`src/rtl/bw_icache_fill_ctrl_pkg.sv`:
```
// rfBlackWidowPkg: shared I$ geometry and refill controller state encoding.
package rfBlackWidowPkg;
  typedef enum logic [1:0] {IDLE, FILL, TAGWR, RESTART} fill_state_e;
  localparam int ICACHE_LINE_BYTES = 128;
  localparam int ICACHE_BEATS = 8;
  localparam int ICACHE_IDX_LSB = $clog2(ICACHE_LINE_BYTES);
  localparam int ICACHE_IDX_MSB = 13;
  localparam int ICACHE_BEAT_W = $clog2(ICACHE_BEATS);
endpackage

```
`src/rtl/bw_icache_tagcmp.sv`:
```
// bw_icache_tagcmp: 4-way tag compare with lowest-way-wins priority encode.
module bw_icache_tagcmp #(
  parameter int TW = 25,
  parameter int WAYS = 4
) (
  input  logic [WAYS-1:0][TW-1:0] i_tag,
  input  logic [TW-1:0]           i_ref,
  output logic                    o_any,
  output logic [1:0]              o_way
);
  logic [WAYS-1:0] w_m;
  for (genvar g = 0; g < WAYS; g++) begin : g_cmp
    assign w_m[g] = i_tag[g] == i_ref;
  end
  assign o_any = |w_m;
  assign o_way = w_m[0] ? 2'd0 : w_m[1] ? 2'd1 : w_m[2] ? 2'd2 : 2'd3;
endmodule

```
`src/rtl/bw_icache_fill_ctrl.sv`:
```
// bw_icache_fill_ctrl: I$ hit detect plus 8-beat line refill; the tag is written
// only after the whole line has landed so a partial line can never hit.
module bw_icache_fill_ctrl
  import rfBlackWidowPkg::*;
#(
  parameter int AWID = 32,
  parameter int LINES = 128,
  parameter int WAYS = 4,
  parameter int BUSWID = 128
) (
  input  logic                                   clk,
  input  logic                                   rst_n,
  input  logic                                   fetch_v,
  input  logic [AWID-1:0]                        fetch_ip,
  input  logic [WAYS-1:0][AWID-ICACHE_IDX_LSB-1:0] tag_i,
  output logic                                   hit_o,
  output logic [1:0]                             hit_way_o,
  output logic                                   stall_o,
  output logic                                   fault_o,
  output logic                                   cyc_o,
  output logic                                   stb_o,
  output logic [AWID-1:0]                        adr_o,
  input  logic                                   ack_i,
  input  logic                                   err_i,
  input  logic [BUSWID-1:0]                      dat_i,
  output logic                                   dwr_o,
  output logic [1:0]                             dway_o,
  output logic [$clog2(LINES)-1:0]               dline_o,
  output logic [ICACHE_BEAT_W-1:0]               dbeat_o,
  output logic [BUSWID-1:0]                      ddat_o,
  output logic                                   wr_o,
  output logic [AWID-1:0]                        ipo_o,
  output logic [1:0]                             way_o
);
  localparam int TW = AWID - ICACHE_IDX_LSB;
  localparam int LW = $clog2(LINES);
  localparam int OFF = ICACHE_IDX_LSB - ICACHE_BEAT_W;
  fill_state_e r_state, w_next;
  logic [AWID-1:0] r_ip;
  logic r_lk_v, r_fault;
  logic [ICACHE_BEAT_W-1:0] r_beat;
  logic [1:0] r_rr, w_way;
  logic w_any, w_miss, w_fill, w_ack, w_last, w_take;
  bw_icache_tagcmp #(.TW(TW), .WAYS(WAYS)) u_tagcmp (
    .i_tag(tag_i),
    .i_ref(r_ip[AWID-1:ICACHE_IDX_LSB]),
    .o_any(w_any),
    .o_way(w_way)
  );
  assign w_fill = r_state == FILL;
  assign hit_o = r_lk_v && w_any;
  assign hit_way_o = hit_o ? w_way : 2'd0;
  assign w_miss = r_lk_v && !w_any;
  assign stall_o = r_state != IDLE || w_miss;
  assign w_take = r_state == IDLE && fetch_v && !stall_o;
  assign w_ack = w_fill && ack_i && !err_i;
  assign w_last = r_beat == ICACHE_BEAT_W'(ICACHE_BEATS - 1);
  assign cyc_o = w_fill;
  assign stb_o = w_fill;
  assign adr_o = {r_ip[AWID-1:ICACHE_IDX_LSB], r_beat, {OFF{1'b0}}};
  assign dwr_o = w_ack;
  assign dway_o = r_rr;
  assign dline_o = r_ip[ICACHE_IDX_LSB +: LW];
  assign dbeat_o = r_beat;
  assign ddat_o = w_ack ? dat_i : '0;
  assign wr_o = r_state == TAGWR;
  assign ipo_o = r_ip;
  assign way_o = r_rr;
  assign fault_o = r_fault;
  always_comb begin
    w_next = r_state;
    w_next = r_state == IDLE ? (w_miss ? FILL : IDLE) :
             w_fill ? (err_i ? IDLE : (w_ack && w_last) ? TAGWR : FILL) :
             r_state == TAGWR ? RESTART : IDLE;
  end
  always_ff @(posedge clk or negedge rst_n) begin
    if (!rst_n) begin
      r_state <= IDLE;
      r_ip <= '0;
      r_lk_v <= 1'b0;
      r_fault <= 1'b0;
      r_beat <= '0;
      r_rr <= 2'd0;
    end else begin
      r_state <= w_next;
      r_lk_v <= w_take;
      if (w_take) r_ip <= fetch_ip;
      r_beat <= w_ack ? r_beat + ICACHE_BEAT_W'(1) : (w_fill && err_i) ? '0 : r_beat;
      r_rr <= wr_o ? r_rr + 2'd1 : r_rr;
      r_fault <= w_fill && err_i;
    end
  end
endmodule

```
`config.mk`:
```
export PLATFORM = sky130hd
export DESIGN_NAME = bw_icache_fill_ctrl
export DESIGN_NICKNAME = d
export VERILOG_FILES = /design/src/rtl/bw_icache_fill_ctrl_pkg.sv /design/src/rtl/bw_icache_tagcmp.sv /design/src/rtl/bw_icache_fill_ctrl.sv
export SDC_FILE = /design/constraint.sdc
export NUM_CORES = 1
export LEC_CHECK = 0
export ABC_AREA = 1
export CAP_MARGIN = 20
export CORE_AREA = 2 2 186 188
export DETAILED_ROUTE_END_ITERATION = 10
export DIE_AREA = 0 0 188 190
export PLACE_DENSITY = 0.53
export SLEW_MARGIN = 20
export SYNTH_ARGS = -nofsm -noshare
export SYNTH_HDL_FRONTEND = slang
export SYNTH_SLANG_ARGS = --single-unit
export TNS_END_PERCENT = 50
```
`constraint.sdc`:
```
create_clock -name clk -period 4.5 [get_ports clk]
set_clock_uncertainty 0.05 [all_clocks]
set_input_delay 0.9 -clock clk [delete_from_list [all_inputs] [get_ports clk]]
set_output_delay 0.9 -clock clk [all_outputs]
set_load 0.02 [all_outputs]
```
=== Word level (Yosys, flattened, before mapping) ===
Index checks and enable logic that the tools add are counted.

* Register bits after elaboration: 41
* Input port bits: 265
* Output and inout bits: 215

* $add $sub $neg: 2
* Equal/unequal tests: 7
* Multiplexer cells: 13
* Reductions and logical operators: 16

{| class="wikitable"
|+ Operators by type and width
! operator !! number
|-
| 128-bit 2-to-1 mux || 1
|-
| 25-bit == test || 4
|-
| 2-bit 2-to-1 mux || 8
|-
| 1-bit logical AND || 8
|-
| 3-bit 2-to-1 mux || 2
|-
| 2-bit nonzero test || 2
|-
| 4-bit OR reduction || 1
|-
| 3-bit by 1-bit adder with 3-bit output (second input constant) || 1
|-
| 3-bit == test (second input constant) || 1
|-
| 1-bit logical NOT || 3
|-
| 2-bit by 1-bit adder with 2-bit output (second input constant) || 1
|-
| 2-bit by 1-bit == test with 1-bit output (second input constant) || 1
|-
| 2-bit == test (second input constant) || 1
|-
| 2-bit logical NOT || 1
|-
| 1-bit 2-to-1 mux || 2
|-
| 1-bit logical OR || 1
|}

=== Logic depth before layout (Yosys ltp) ===
* Word-level depth: 8
* Mapped depth: 15
* Depth with buffers taken out: 13

=== Modules after synthesis ===
From an unflattened synthesis, not the netlist that was laid out.

* Cell total of the unflattened synthesis: 918
* Area total of the unflattened synthesis: 4947.2 um^2

{| class="wikitable"
|+ Modules (own cells, without submodules)
! module !! instances !! cells an instance !! area each (um^2) !! sequential area each (um^2)
|-
| bw_icache_fill_ctrl || 1 || 515 || 3195.6 || 1026.0
|-
| bw_icache_tagcmp || 1 || 403 || 1751.7 || 0.0
|}

=== Worst setup path after synthesis ===
Ideal clock, no wire load.

* Path type: input-to-output
* From: in err_i
* To: out ddat_o[117]
* Arrival: 2.296 ns
* Data required time: 3.550 ns
* Setup slack: 1.254 ns
* Stages: 7
* Buffers on the path: 2
* Path through: inv_1 > nand2_1 > nor3_2 > inv_1 > clkbuf_1 > clkbuf_1 > nor2_1

* Longest elaborated chain between the ends: 3

{| class="wikitable"
|+ RTL lines
! what !! line !! text
|-
| start, declared || bw_icache_fill_ctrl.sv:24 || <nowiki>input logic err_i,</nowiki>
|-
| 1-bit logical NOT || bw_icache_fill_ctrl.sv:56 || <nowiki>assign w_ack = w_fill && ack_i && !err_i;</nowiki>
|-
| 1-bit logical AND || bw_icache_fill_ctrl.sv:56 ||
|-
| via dwr_o || bw_icache_fill_ctrl.sv:26 || <nowiki>output logic dwr_o,</nowiki>
|-
| 128-bit 2-to-1 mux || bw_icache_fill_ctrl.sv:65 || <nowiki>assign ddat_o = w_ack ? dat_i : '0;</nowiki>
|-
| end, declared || bw_icache_fill_ctrl.sv:30 || <nowiki>output logic [BUSWID-1:0] ddat_o,</nowiki>
|}

The timed path passes the listed nets, and every way through them passes these cells.

=== Final worst setup path ===
* From: in tag_i[55] in the netlist's numbering
* To: out hit_way_o[1]

* Longest elaborated chain between the ends: 4

{| class="wikitable"
|+ RTL lines
! what !! line !! text
|-
| start, declared || bw_icache_fill_ctrl.sv:15 || <nowiki>input logic [WAYS-1:0][AWID-ICACHE_IDX_LSB-1:0] tag_i,</nowiki>
|-
| 25-bit == test || bw_icache_tagcmp.sv:13 || <nowiki>assign w_m[g] = i_tag[g] == i_ref;</nowiki>
|-
| 4-bit OR reduction || bw_icache_tagcmp.sv:15 || <nowiki>assign o_any = |w_m;</nowiki>
|-
| 1-bit logical AND || bw_icache_fill_ctrl.sv:51 || <nowiki>assign hit_o = r_lk_v && w_any;</nowiki>
|-
| 2-bit 2-to-1 mux || bw_icache_fill_ctrl.sv:52 || <nowiki>assign hit_way_o = hit_o ? w_way : 2'd0;</nowiki>
|-
| end, declared || bw_icache_fill_ctrl.sv:17 || <nowiki>output logic [1:0] hit_way_o,</nowiki>
|}

Every way passes these cells.

==> out/qor.yml <==
dp_cells: 1754
layout.cells.non_filler: 1764
reg2reg_from: "ipo_o[10]"
root_buffer: "clkbuf_16"
synth.avg_cell_area_um2: 5.39
worst_pin_slew_ns: 0.604
critPathKind: "input port to primary output"
peakVddDrop_uv: 190
nets: 1573
grt_max_degree: 61
min_period_ns: 4.23
finalWirelength_um: 27800
hold_class: "flip-flop to flip-flop"
gp_congestion: 0.860
netSwitchingFraction_pct: 48.2
die-height_um: 190
syn_inst: 894
power.density_nw_per_um2: 409
critPathLaunchType: "input port"
seq_area_frac_synth_pct: 21.3
seq_area_um2: 1030
crit_required_ns: 3.55
row_count: 68
ctsHoldBuffers: 0
die_w_um: 188
grt_pass1_vias: 6467
cap_viol_max_count: 0
antenna_found_initial: 1
worstHoldStart: "ipo_o[1]"
comb_power_share_pct: 66.2
ys_ff_latch: 41
start_util_pct: 14.2
core_area_um2: 33900
area_delta_synth_final_pct: 106
p_leak_uw: 0.00491
critPathMaxFanout: 2
period_share_pct: 94.1
netlist_area_um2: 4820
slew_viol_final: 0
fmax_mhz: 236
seqPwrFrac_pct: 21.6
synth.distinct_cells: 23
clockPowerShare_pct: 12.2
hold_path_depth: 2
finalSetupViolCount: 0
outcome: "finished clean"
switching_power_uw: 1950
drive_gt1_share_pct: 2.30
cts_tree: "yes"
first_iter_violations: 207
reg2reg_depth: 11
io_buffers: 475
rsz0062_at_grt: "false"
grt_overflow_total: 0
cts_max_level: 2
slew_headroom_pct: 59.8
dieArea_um2: 35700
ff2ff_setup_slack_ns: 1.47
clk_latency_ns: 0.30
critPathArrivalTime_ns: 3.28
yosysWarnings: 0
ant_nets: 0
endpoint_kind: "primary output"
r2r_end: "ipo_o[21]"
tns_ns: 0
hold_ws_ns: 0.420
clk_pin_slew_ns: 0.07
first_pass_iters: 5
cts_buffers: 5
cts_setup_buffers: 0
filler_cell_count: 3717
clock-sinks: 41
vias: 6543
wl_per_cell_um: 15.7
fin_util_pct: 29.2
grt_pass1_wl_um: 40400
p_int_uw: 2100
hold_path_end: "ipo_o[1]"
ios: 480
grt_use_total_pct: 14.9
cts_resized: 0
drc: 0
dpl.hpwl_um: 24100
hold_viol: 0
viasPerCell: 3.71
multi_input_area_um2: 2510
cts.path.max_buffers: 2
final cells by class:
type	instances	share of cell area [%]
antenna	2	0.0505
sequential	41	10.4
clock inverter	3	0.694
multi-input combinational	565	25.4
timing repair buffer	481	48.5
inverter	212	8.05
clock buffer	5	1.26
tap	455	5.74
through the flow:
step	total power (µW)	instance area [µm²]	setup WS, ns
after CTS	4140	9900	0.178
after floorplan	2430	4830	1.25
after global routing	4390	9910	0.0121
after global placement	3600	9710	0.162
after detailed placement	3630	9710	0.184
final	4060	9910	0.265
how the worst max path moves through the flow:
| stage | from | to | slack [ns] | depth (start not counted) |
|---|---|---|---|---|
| final | tag_i[55] | hit_way_o[1] | 0.27 | 15 |
| after global routing | tag_i[5] | hit_way_o[1] | 0.01 | 15 |
| after CTS | tag_i[5] | hit_way_o[1] | 0.18 | 15 |
| after detailed placement | tag_i[5] | hit_way_o[1] | 0.18 | 15 |
| after global placement | tag_i[5] | hit_way_o[1] | 0.16 | 15 |
| after floorplan | err_i | ddat_o[117] | 1.25 | 7 |
placed cells by master (no fill, tap or decap):
cell type / n
xor2_1: 9
inv_2: 8
buf_4: 6
clkdlybuf4s50_1: 473
nor2_1: 183
nor2_2: 1
dfrtp_1: 41
ha_1: 2
nand4_1: 32
a22oi_1: 1
a22o_1: 2
inv_6: 1
conb_1: 4
inv_1: 203
o21ai_0: 4
inv_4: 1
nor3_1: 3
nand3_1: 6
bufinv_16: 2
buf_12: 1
buf_2: 1
nor3_2: 1
nand3_4: 2
diode_2: 2
and2_1: 1
nand2_1: 278
nor2_4: 1
xnor2_1: 35
clkbuf_16: 5
per-layer routing:
layer  vias up  part of all wire (%)  global-route usage [%]
li1       3308                     -                       -
met1      2933                    37                    15.4
met2       282                    53                    28.8
met3        20                   8.7                    5.04
met4         0                   2.0                    3.54
met5         -                     0                       0
worst max-delay path: stages:
cell             delay [ns]
clkdlybuf4s50_1        0.48
inv_1                  0.04
nand2_1                0.05
nand2_1                0.05
nor2_1                 0.13
nand2_1                0.07
nor2_1                 0.15
nand2_1                0.14
nor2_1                 0.16
nor2_1                 0.11
and2_1                 0.18
nor2_1                 0.12
nand2_1                0.07
inv_1                  0.05
clkdlybuf4s50_1        0.59
sequential cells by signal, indices dropped and copies added (netlist names):
name / count
ipo_o: 32
r_state: 2
dway_o: 2
fault_o: 1
r_lk_v: 1
dbeat_o: 3
cell families (layout without fill, tap and decap cells):
group                      Yosys count  in the layout  share of synthesized area, %
other                                1              6                        0.0779
DFF                                 41             41                          21.3
xor gates and xnor gates            44             44                          8.00
AOI/OAI and AO/OA                    7              7                         0.935
and+or+nand+nor                    508            508                          42.3
adders and majority gates            2              2                         0.520
buffers and inverters              291            701                          26.8
cell usage after synthesis:
library cell	n	area share [%]
nor3_2	1	0.21
clkbuf_1	21	1.6
inv_1	204	16
inv_2	8	0.62
xnor2_1	35	6.4
o21ai_0	4	0.42
a22oi_1	1	0.16
nand3_1	6	0.62
buf_4	43	6.7
and2_1	1	0.13
buf_6	3	0.70
dfrtp_1	41	21
nand4_1	32	4.2
a22o_1	2	0.36
nor3_1	3	0.31
ha_1	2	0.52
nand2_1	278	22
conb_1	1	0.078
nor2_2	2	0.26
nor2_1	183	14
nand3_4	2	0.73
buf_2	12	1.2
xor2_1	9	1.6
power groups by stage:
stage	Clock, µW	Combinational [µW]	Sequential, µW
2_1_floorplan	0	1530	893
3_3_place_gp	0	2710	896
3_5_place_dp	0	2720	903
4_1_cts	512	2730	898
5_1_grt	523	2940	932
6_report	495	2680	878
(Power assumes the default switching activity.)
